**src/rtl/image_bram_reader.sv**
```systemverilog
`default_nettype none
// ============================================================================
// Module      : image_bram_reader
// Description : Scans one image out of a negedge-clocked BRAM (addresses
//               0..NUM_PIXELS-1) and presents the pixels as a valid/ready
//               stream tagged with index and last flag. A 2-entry buffer with
//               credit-based read issue absorbs consumer backpressure.
// Revision    : 1.0 - initial release
// ============================================================================
module image_bram_reader #(
    parameter int NUM_PIXELS = 169,
    parameter int ADDR_W     = 8,
    parameter int DATA_W     = 8
) (
    input  logic              CLK,
    input  logic              RST_N,
    input  logic              START,
    output logic              BUSY,
    output logic              DONE,
    output logic [ADDR_W-1:0] BRAM_ADDR,
    output logic              BRAM_EN,
    output logic              BRAM_WE,
    output logic [DATA_W-1:0] BRAM_DI,
    input  logic [DATA_W-1:0] BRAM_DO,
    output logic [DATA_W-1:0] PIX_DATA,
    output logic [ADDR_W-1:0] PIX_INDEX,
    output logic              PIX_LAST,
    output logic              PIX_VALID,
    input  logic              PIX_READY
);

    localparam logic [ADDR_W-1:0] LAST_ADDR = ADDR_W'(NUM_PIXELS - 1);

    typedef enum logic [1:0] {
        S_IDLE   = 2'd0,
        S_READ   = 2'd1,
        S_DRAIN  = 2'd2,
        S_FINISH = 2'd3
    } state_t;

    state_t            state;
    state_t            state_next;

    logic [ADDR_W-1:0] issue_cnt;
    logic              issue;
    logic              push;
    logic              pop;
    logic              credit_ok;
    logic [2:0]        occupancy;

    logic [DATA_W-1:0] fifo_data  [2];
    logic [ADDR_W-1:0] fifo_index [2];
    logic              wr_ptr;
    logic              rd_ptr;
    logic [1:0]        fifo_count;

    // A read issued on the previous edge has its data on BRAM_DO now,
    // because the BRAM sampled the registered address on the falling edge.
    assign push = BRAM_EN;
    assign pop  = PIX_VALID & PIX_READY;

    // Pixels buffered plus in flight, after this edge's pop; a new read is
    // only allowed while this stays below the buffer depth.
    assign occupancy = {1'b0, fifo_count} + {2'b00, BRAM_EN} - {2'b00, pop};
    assign credit_ok = (occupancy < 3'd2);

    assign BUSY    = (state == S_READ) || (state == S_DRAIN);
    assign DONE    = (state == S_FINISH);
    assign BRAM_WE = 1'b0;
    assign BRAM_DI = '0;

    // Output stream is the buffer head, forced to zero while empty.
    assign PIX_VALID = (fifo_count != 2'd0);
    assign PIX_DATA  = PIX_VALID ? fifo_data[rd_ptr]  : '0;
    assign PIX_INDEX = PIX_VALID ? fifo_index[rd_ptr] : '0;
    assign PIX_LAST  = PIX_VALID && (fifo_index[rd_ptr] == LAST_ADDR);

    // State register.
    always_ff @(posedge CLK or negedge RST_N) begin
        if (!RST_N) begin
            state <= S_IDLE;
        end else begin
            state <= state_next;
        end
    end

    // Next-state and read-issue decision.
    always_comb begin
        state_next = state;
        issue      = 1'b0;
        case (state)
            S_IDLE: begin
                // Buffer is empty in IDLE, so the first read always has credit.
                if (START) begin
                    issue      = 1'b1;
                    state_next = (issue_cnt == LAST_ADDR) ? S_DRAIN : S_READ;
                end
            end
            S_READ: begin
                if (credit_ok) begin
                    issue = 1'b1;
                    if (issue_cnt == LAST_ADDR) begin
                        state_next = S_DRAIN;
                    end
                end
            end
            S_DRAIN: begin
                if (pop && PIX_LAST) begin
                    state_next = S_FINISH;
                end
            end
            S_FINISH: begin
                state_next = S_IDLE;
            end
            default: begin
                state_next = S_IDLE;
            end
        endcase
    end

    // BRAM read port and issue counter; address holds when no read issues.
    always_ff @(posedge CLK or negedge RST_N) begin
        if (!RST_N) begin
            BRAM_EN   <= 1'b0;
            BRAM_ADDR <= '0;
            issue_cnt <= '0;
        end else begin
            BRAM_EN <= issue;
            if (issue) begin
                BRAM_ADDR <= issue_cnt;
                if (issue_cnt != LAST_ADDR) begin
                    issue_cnt <= issue_cnt + 1'b1;
                end
            end
            if (state == S_FINISH) begin
                issue_cnt <= '0;
            end
        end
    end

    // Two-entry output buffer; simultaneous push and pop are both honoured.
    always_ff @(posedge CLK or negedge RST_N) begin
        if (!RST_N) begin
            fifo_data[0]  <= '0;
            fifo_data[1]  <= '0;
            fifo_index[0] <= '0;
            fifo_index[1] <= '0;
            wr_ptr        <= 1'b0;
            rd_ptr        <= 1'b0;
            fifo_count    <= 2'd0;
        end else begin
            if (push) begin
                fifo_data[wr_ptr]  <= BRAM_DO;
                fifo_index[wr_ptr] <= BRAM_ADDR;
                wr_ptr             <= ~wr_ptr;
            end
            if (pop) begin
                rd_ptr <= ~rd_ptr;
            end
            case ({push, pop})
                2'b10:   fifo_count <= fifo_count + 2'd1;
                2'b01:   fifo_count <= fifo_count - 2'd1;
                default: fifo_count <= fifo_count;
            endcase
        end
    end

endmodule
`default_nettype wire
```
**config.mk**
```make
export PLATFORM = sky130hd
export DESIGN_NAME = image_bram_reader
export DESIGN_NICKNAME = d
export VERILOG_FILES = /design/src/rtl/image_bram_reader.sv
export SDC_FILE = /design/constraint.sdc
export NUM_CORES = 1
export LEC_CHECK = 0
export ABC_CLOCK_PERIOD_IN_PS = 2600
export CELL_PAD_IN_SITES_DETAIL_PLACEMENT = 1
export CELL_PAD_IN_SITES_GLOBAL_PLACEMENT = 1
export CORE_MARGIN = 10
export CORE_UTILIZATION = 30
export DETAILED_ROUTE_END_ITERATION = 10
export PLACE_DENSITY_LB_ADDON = 0.1
export SYNTH_ARGS = -nofsm -noshare
export SYNTH_HDL_FRONTEND = slang
export SYNTH_SLANG_ARGS = --single-unit
```
**constraint.sdc**
```tcl
create_clock -name CLK -period 2.6 [get_ports CLK]
set_input_delay 0.52 -clock CLK [delete_from_list [all_inputs] [get_ports CLK]]
set_output_delay 0.52 -clock CLK [all_outputs]
set_load 0.03 [all_outputs]
```
Word level (Yosys, flattened, before mapping)
Cells that the tools add are included.
{"block": "word_totals", "ff_bits": 55, "wordCells": 73, "in_bits": 12, "out_inout_bits": 38}
{"block": "op_classes", "n_reduce_logical": 11, "muxes": 25, "eq_ne": 12, "n_addsub": 5, "order_cmp": 4, "bitwise_logic": 5}
{"operator": "8-bit 2-to-1 mux", "count": 12}
{"operator": "16-bit bitwise mux", "count": 2}
{"operator": "8-bit equality test, second input constant", "count": 2}
{"operator": "2-bit 2-to-1 mux", "count": 5}
{"operator": "8-bit by 1-bit adder with 8-bit output, second input constant", "count": 1}
{"operator": "8-bit demux with 1-bit select", "count": 1}
{"operator": "8-bit inequality test, second input constant", "count": 1}
{"operator": "2-bit case mux with 4 select lines", "count": 1}
{"operator": "2-bit nonzero test", "count": 4}
{"operator": "2-bit equality test, second input constant", "count": 3}
{"operator": "2-bit by 1-bit equality test with 1-bit output, second input constant", "count": 2}
{"operator": "2-bit greater-or-equal comparator, second input constant", "count": 2}
{"operator": "2-bit by 1-bit inequality test with 1-bit output, second input constant", "count": 2}
{"operator": "2-bit inequality test, second input constant", "count": 2}
{"operator": "1-bit NOT with 2-bit output", "count": 2}
{"operator": "2-bit case mux with 2 select lines", "count": 1}
{"operator": "4-bit AND reduction", "count": 1}
{"operator": "2-bit by 1-bit adder with 3-bit output", "count": 1}
{"operator": "1-bit logical AND", "count": 3}
{"operator": "3-bit by 2-bit less-than comparator with 1-bit output, second input constant", "count": 1}
{"operator": "3-bit by 1-bit subtractor with 3-bit output", "count": 1}
{"operator": "2-bit by 1-bit adder with 2-bit output, second input constant", "count": 1}
{"operator": "2-bit logical NOT", "count": 1}
{"operator": "2-bit by 1-bit less-than comparator with 1-bit output, second input constant", "count": 1}
{"operator": "other kinds (7)", "count": 9}

Depth between registers and ports, before layout
{"block": "depth", "depth_word": 9, "depth_mapped": 9, "mapped_depth_nobuf": 8}

Worst setup path after synthesis
No wires, ideal clock.
{"block": "synth_path", "path_type": "input-to-reg", "start": "input PIX_READY", "end": "register issue_cnt[0]", "t_required_ns": 2.482, "arrival_time_ns": 2.338, "setup_time_ns": 0.118, "slack_ns": 0.144, "n_path_buf": 1, "stages": 9, "cell_sequence": "nand2b_1 -> nor2_1 -> o21ai_0 -> fa_1 -> nand3b_1 -> o221a_2 -> or2_2 -> buf_2 -> a21o_1"}
{"block": "synth_via", "elab_chain_len": 7}
{"element": "start: declaration", "line_no": "29", "rtl": "input logic PIX_READY"}
{"element": "1-bit AND", "line_no": "60", "rtl": "assign pop = PIX_VALID & PIX_READY;"}
{"element": "3-bit by 1-bit subtractor with 3-bit output", "line_no": "64", "rtl": "assign occupancy = {1'b0, fifo_count} + {2'b00, BRAM_EN} - {2'b00, pop};"}
{"element": "3-bit by 2-bit less-than comparator with 1-bit output", "line_no": "65", "rtl": "assign credit_ok = (occupancy < 3'd2);"}
{"element": "1-bit 2-to-1 mux", "line_no": "100", "rtl": "if (credit_ok) begin"}
{"element": "1-bit case mux with 2 select lines", "line_no": "91", "rtl": "case (state)"}
{"element": "2-bit nonzero test (no source line)"}
{"element": "2-bit AND reduction (no source line)"}
{"element": "end signal: assignment", "line_no": "132", "rtl": "issue_cnt <= issue_cnt + 1'b1;"}
{"element": "end: declaration", "line_no": "44", "rtl": "logic [ADDR_W-1:0] issue_cnt;"}
No other way between the ends.
A chain may end at the register's enable or synchronous reset.

Worst setup path after layout
{"block": "layout_path", "start": "register rd_ptr", "end": "output PIX_DATA[6]"}
{"block": "layout_via", "elab_chain_len": 5}
{"element": "start: declaration", "line_no": "54", "rtl": "logic rd_ptr;"}
{"element": "start signal: assignment", "line_no": "158", "rtl": "rd_ptr <= ~rd_ptr;"}
{"element": "1-bit NOT with 2-bit output (implied by the code)", "line_no": "74", "rtl": "assign PIX_DATA = PIX_VALID ? fifo_data[rd_ptr] : '0;"}
{"element": "8-bit 2-to-1 mux (implied by the code) (3 in series)", "line_no": "74"}
{"element": "8-bit 2-to-1 mux", "line_no": "74"}
{"element": "end: declaration", "line_no": "25", "rtl": "output logic [DATA_W-1:0] PIX_DATA,"}
No other way between the ends. The select of a mux whose other input is x is not followed.

==> results.txt <==
----------------------------------------------------
[Outcome]
  Result of the run ... completed

[Pwr]
  Flop pwr share ... roughly a third
  Leakage Power ... 1.53 nW
  Combinational group share of total power ... 59.8%
  Switching share of power ... a little over two fifths
  Switching Power ... 0.00218 W
  Clock network fraction of design power ... a little under 9%
  Largest vdd supply drop ... roughly 0.5 mV
  P per Cell Area ... 1370 nW/um^2
  Internal power consumption ... about 0.0029 W
  Power consumption ... 0.00508 W

[Global route]
  Largest net degree at the start of global routing ... 33
  Antenna violations before repair ... 0
  Vias in the first global route ... between 2000 and 2500
  Global-route congestion overflow total ... 0
  Wire length of the first global-routing pass ... around 12000 um
  Total global routing track utilization ... 10.1%

[Layout]
  Inserted Diodes ... 0
  Area Overhead vs Synth ... 25.8%
  Share of post-route cells with drive strength above 1 ... 28.2%
  Number of fill cells in the layout ... approximately 1100
  Total area of multi-input combinational cells ... 1500 um^2
  Seq. cell area ... 1380 um^2
  Nets@finish ... between 300 and 400

[Synthesis]
  Synthesized-area fraction occupied by adder cells ... 3.64%
  Synthesized flop and latch total ... 55
  Compound-Gate Fraction of Synth Area ... under 10%
  Ys async rst share ... between 90% and 100%
  EDFF count, synth ... 0
  Share of synthesized area occupied by flip-flops and latches ... a little under half
  Yosys warning total ... 0
  Area share of and/or/nand/nor cells after synthesis ... between 10% and 20%
  Post-synthesis cell area ... approximately 3000 um^2
  Area fraction of the dominant cell type after synthesis ... between 40% and 50%
  Portion of netlist area occupied by mux cells ... 21.0%
  Library cells used by synthesis ... 42
  Synth Instances ... roughly 260
  Synthesized-area fraction occupied by xor and xnor cells ... 1.19%
  Combinational family with the most area after synthesis ... multiplexers
  Largest cells by area after synthesis ... sky130_fd_sc_hd__dfrtp_1, sky130_fd_sc_hd__mux2_2, sky130_fd_sc_hd__mux2i_1
  Post-synth top flop ... sky130_fd_sc_hd__dfrtp_1
  Cell type with the highest aggregate area in the netlist ... sky130_fd_sc_hd__dfrtp_1
  Post-synthesis area per instance ... around 12 um^2

[Routing]
  Residual DRC ... 0
  Antenna Nets Post-Route ... 0
  Final routed wirelength across all metal layers ... roughly 7200 um
  Post-DR vias/cell ... about 4.7
  Initial DRT Pass Iterations ... 4
  Routed wire length per instance ... 16.3 um
  DR vias ... about 2100
  Violation count after the first detailed-routing iteration ... between 80 and 90

[Place]
  Count of port buffers added during placement ... 40
  Dpl hpwl ... ~5500 um
  Final estimated routing congestion in global placement ... 0.735
  Worst-case setup slack after placement ... -0.400 ns

[Clocking]
  CTS root buf ... sky130_fd_sc_hd__clkbuf_8
  TritonCTS Buffers ... 5
  Maximum buffer depth of the clock tree ... 2
  Clock transition at the register clock pins on the worst setup and hold paths after CTS ... about 0.1 ns
  Number of post-CTS setup repair buffers ... 0
  H-Tree Level Count ... 2
  CTS tree ... yes
  Number of clock sinks ... between 50 and 60
  Clock network latency to the later pin of the worst-skew pair ... roughly 0.30 ns
  Count of hold buffers inserted by post-cts repair ... 0

[Setup path]
  End of the worst register-to-register path ... state[0]$_DFFE_PN0P_
  Element type at the critical path end ... primary output
  CP endpoint ... PIX_DATA[6]
  Launch point of the critical path ... rd_ptr$_DFFE_PN0P_
  Register-to-Register Setup Slack ... about 0.26 ns
  Critical Path Source Type ... register
  Maximum net fanout on the critical path ... 13
  Critical path required time ... about 2.1 ns
  Launching point of the worst reg2reg path ... fifo_count[0]$_DFFE_PN0P_
  Worst reg2reg path depth ... 9
  Type of the worst setup path ... register to primary output
  Data arrival time at the worst-slack endpoint ... 1.93 ns

[STA]
  Smallest setup slack after layout ... roughly 0.15 ns
  Worst rel slew slack ... roughly three fifths
  Worst-case clock skew ... 0.00616 ns
  Final setup vio count ... 0
  Final number of hold-violating endpoints ... 0
  Slew at the pin closest to its max-slew limit ... 0.591 ns
  Time the worst path needs with I/O delays and setup ... 2.45 ns
  Setup repair after global routing missed its margin ... no
  Max Clk Rate ... about 410 MHz
  Worst Hold Slack ... approximately 0.21 ns
  Post-route clock period utilization ... 94.4%
  Final Max Slew Viols ... 0

[Die]
  Area of the die ... between 10000 and 15000 um^2
  Die width ... approximately 120 um
  Die outline height ... 119 um
  I/O pin cnt ... 50
  Initial Util ... between 30% and 40%
  Placement Rows ... 36
  Core area ... slightly below 10000 um^2

[Hold path]
  Type of the tightest min-delay check ... input pin to async pin

[Flow run]
  Max Cap Violations ... 0

----------------------------------------------------
-- per-stage QoR --
| step | area, um^2 | TNS, ns | cells | util (%) |
|---|---|---|---|---|
| 6_report | 3710 | 0 | 441 | 38.3 |
| 3_5_place_dp | 3590 | -6.92 | 435 | 37.1 |
| 3_3_place_gp | 3590 | -5.31 | 435 | 37.1 |
| 4_1_cts | 3690 | 0 | 441 | 38.1 |
| 5_1_grt | 3710 | 0 | 441 | 38.3 |
| 2_1_floorplan | 2980 | 0 | 263 | - |
-- area by class of cell --
cell class / count / area share (%)
flip-flops and latches: 55 / 37.1
repair buffers: 58 / 15.2
clock inverters: 1 / 0.202
inverters: 9 / 0.910
clock buffers: 5 / 1.85
well taps: 133 / 4.48
multi-input cells: 180 / 40.3
-- cells in the final DEF, fill, tap and decap left out, types with 2 or more instances in the layout --
master,count
sky130_fd_sc_hd__o41ai_1,2
sky130_fd_sc_hd__ha_1,7
sky130_fd_sc_hd__nand2_1,6
sky130_fd_sc_hd__clkdlybuf4s50_1,36
sky130_fd_sc_hd__or3_1,5
sky130_fd_sc_hd__and3_1,3
sky130_fd_sc_hd__nand3_1,7
sky130_fd_sc_hd__o21ai_0,9
sky130_fd_sc_hd__inv_1,8
sky130_fd_sc_hd__nand2b_1,4
sky130_fd_sc_hd__a21oi_1,3
sky130_fd_sc_hd__nor2_2,2
sky130_fd_sc_hd__nor2_1,22
sky130_fd_sc_hd__buf_12,3
sky130_fd_sc_hd__dfrtp_1,55
sky130_fd_sc_hd__nor2b_1,5
sky130_fd_sc_hd__clkbuf_8,5
sky130_fd_sc_hd__mux2i_1,16
sky130_fd_sc_hd__xnor2_1,2
sky130_fd_sc_hd__mux2_2,40
sky130_fd_sc_hd__a221oi_2,2
sky130_fd_sc_hd__nand3b_1,7
sky130_fd_sc_hd__buf_4,17
sky130_fd_sc_hd__nor4_1,3
sky130_fd_sc_hd__o211ai_1,6
sky130_fd_sc_hd__conb_1,9
sky130_fd_sc_hd__nor4b_2,2
-- power groups by stage --
stage          clock network (W)  registers [W]  logic, W
2_1_floorplan                  0        0.00160   0.00194
3_3_place_gp                   0        0.00162   0.00300
3_5_place_dp                   0        0.00163   0.00304
4_1_cts                 0.000469        0.00161   0.00308
5_1_grt                 0.000507        0.00167   0.00331
6_report                0.000445        0.00160   0.00304
-- worst min path at each step --
| stage | from | endpoint | slack, ns | cells after the start |
|---|---|---|---|---|
| CTS | RST_N | fifo_data[0]$_DFFE_PN0P_ | 0.23 | 1 |
| global route | RST_N | fifo_data[6]$_DFFE_PN0P_ | 0.24 | 1 |
| detailed placement | wr_ptr$_DFFE_PN0P_ | wr_ptr$_DFFE_PN0P_ | 0.48 | 1 |
| global placement | wr_ptr$_DFFE_PN0P_ | wr_ptr$_DFFE_PN0P_ | 0.48 | 1 |
| finish | RST_N | fifo_data[6]$_DFFE_PN0P_ | 0.21 | 1 |
| floorplan | RST_N | BRAM_ADDR[0]$_DFFE_PN0P_ | 0.22 | 0 |
-- logic make-up (layout without fill, tap and decap cells) --
group                    count (synthesis)  in the layout
other                                    1              9
flip-flops                              55             55
adder cells (fa/ha/maj)                  8              8
AO/OA/AOI/OAI                           29             29
buffers and inverters                   28             73
AND/OR/NAND/NOR                         73             73
multiplexers                            57             57
XOR/XNOR                                 4              4
-- synth_stat cells, types with 5 or more instances --
cell type,number
sky130_fd_sc_hd__dfrtp_1,55
sky130_fd_sc_hd__mux2_2,40
sky130_fd_sc_hd__nor2_1,23
sky130_fd_sc_hd__mux2i_1,17
sky130_fd_sc_hd__o21ai_0,10
sky130_fd_sc_hd__buf_4,9
sky130_fd_sc_hd__inv_1,9
sky130_fd_sc_hd__ha_1,7
sky130_fd_sc_hd__nand3_1,7
sky130_fd_sc_hd__nand3b_1,7
sky130_fd_sc_hd__nand2_1,6
sky130_fd_sc_hd__o211ai_1,6
sky130_fd_sc_hd__nor2b_1,5
sky130_fd_sc_hd__or3_1,5
-- per-layer routing --
layer	GRT usage [%]	part of all wire, %	up-vias
li1	-	-	999
met1	11.9	43	1063
met2	17.6	52	25
met3	2.36	3.5	4
met4	3.05	1.1	0
met5	0	0	-
-- state kept, by name, indices dropped and copies added (netlist names) --
signal and count:
fifo_index 16, state 2, wr_ptr 1, rd_ptr 1, fifo_count 2, BRAM_EN 1, fifo_data 16, issue_cnt 8
BRAM_ADDR 8
-- critical path: stages (launching register included) --
cell and delay [ns]:
sky130_fd_sc_hd__dfrtp_1 0.55, sky130_fd_sc_hd__buf_12 0.21, sky130_fd_sc_hd__mux2i_1 0.21, sky130_fd_sc_hd__nor2_1 0.05, sky130_fd_sc_hd__clkdlybuf4s50_1 0.60
-- timing repair --
action,in CTS,in global routing
endpoints found under the setup margin,18,14
pin swaps,0,4
gates resized for setup,5,6
Note: power is estimated with default switching activity, not from simulation.
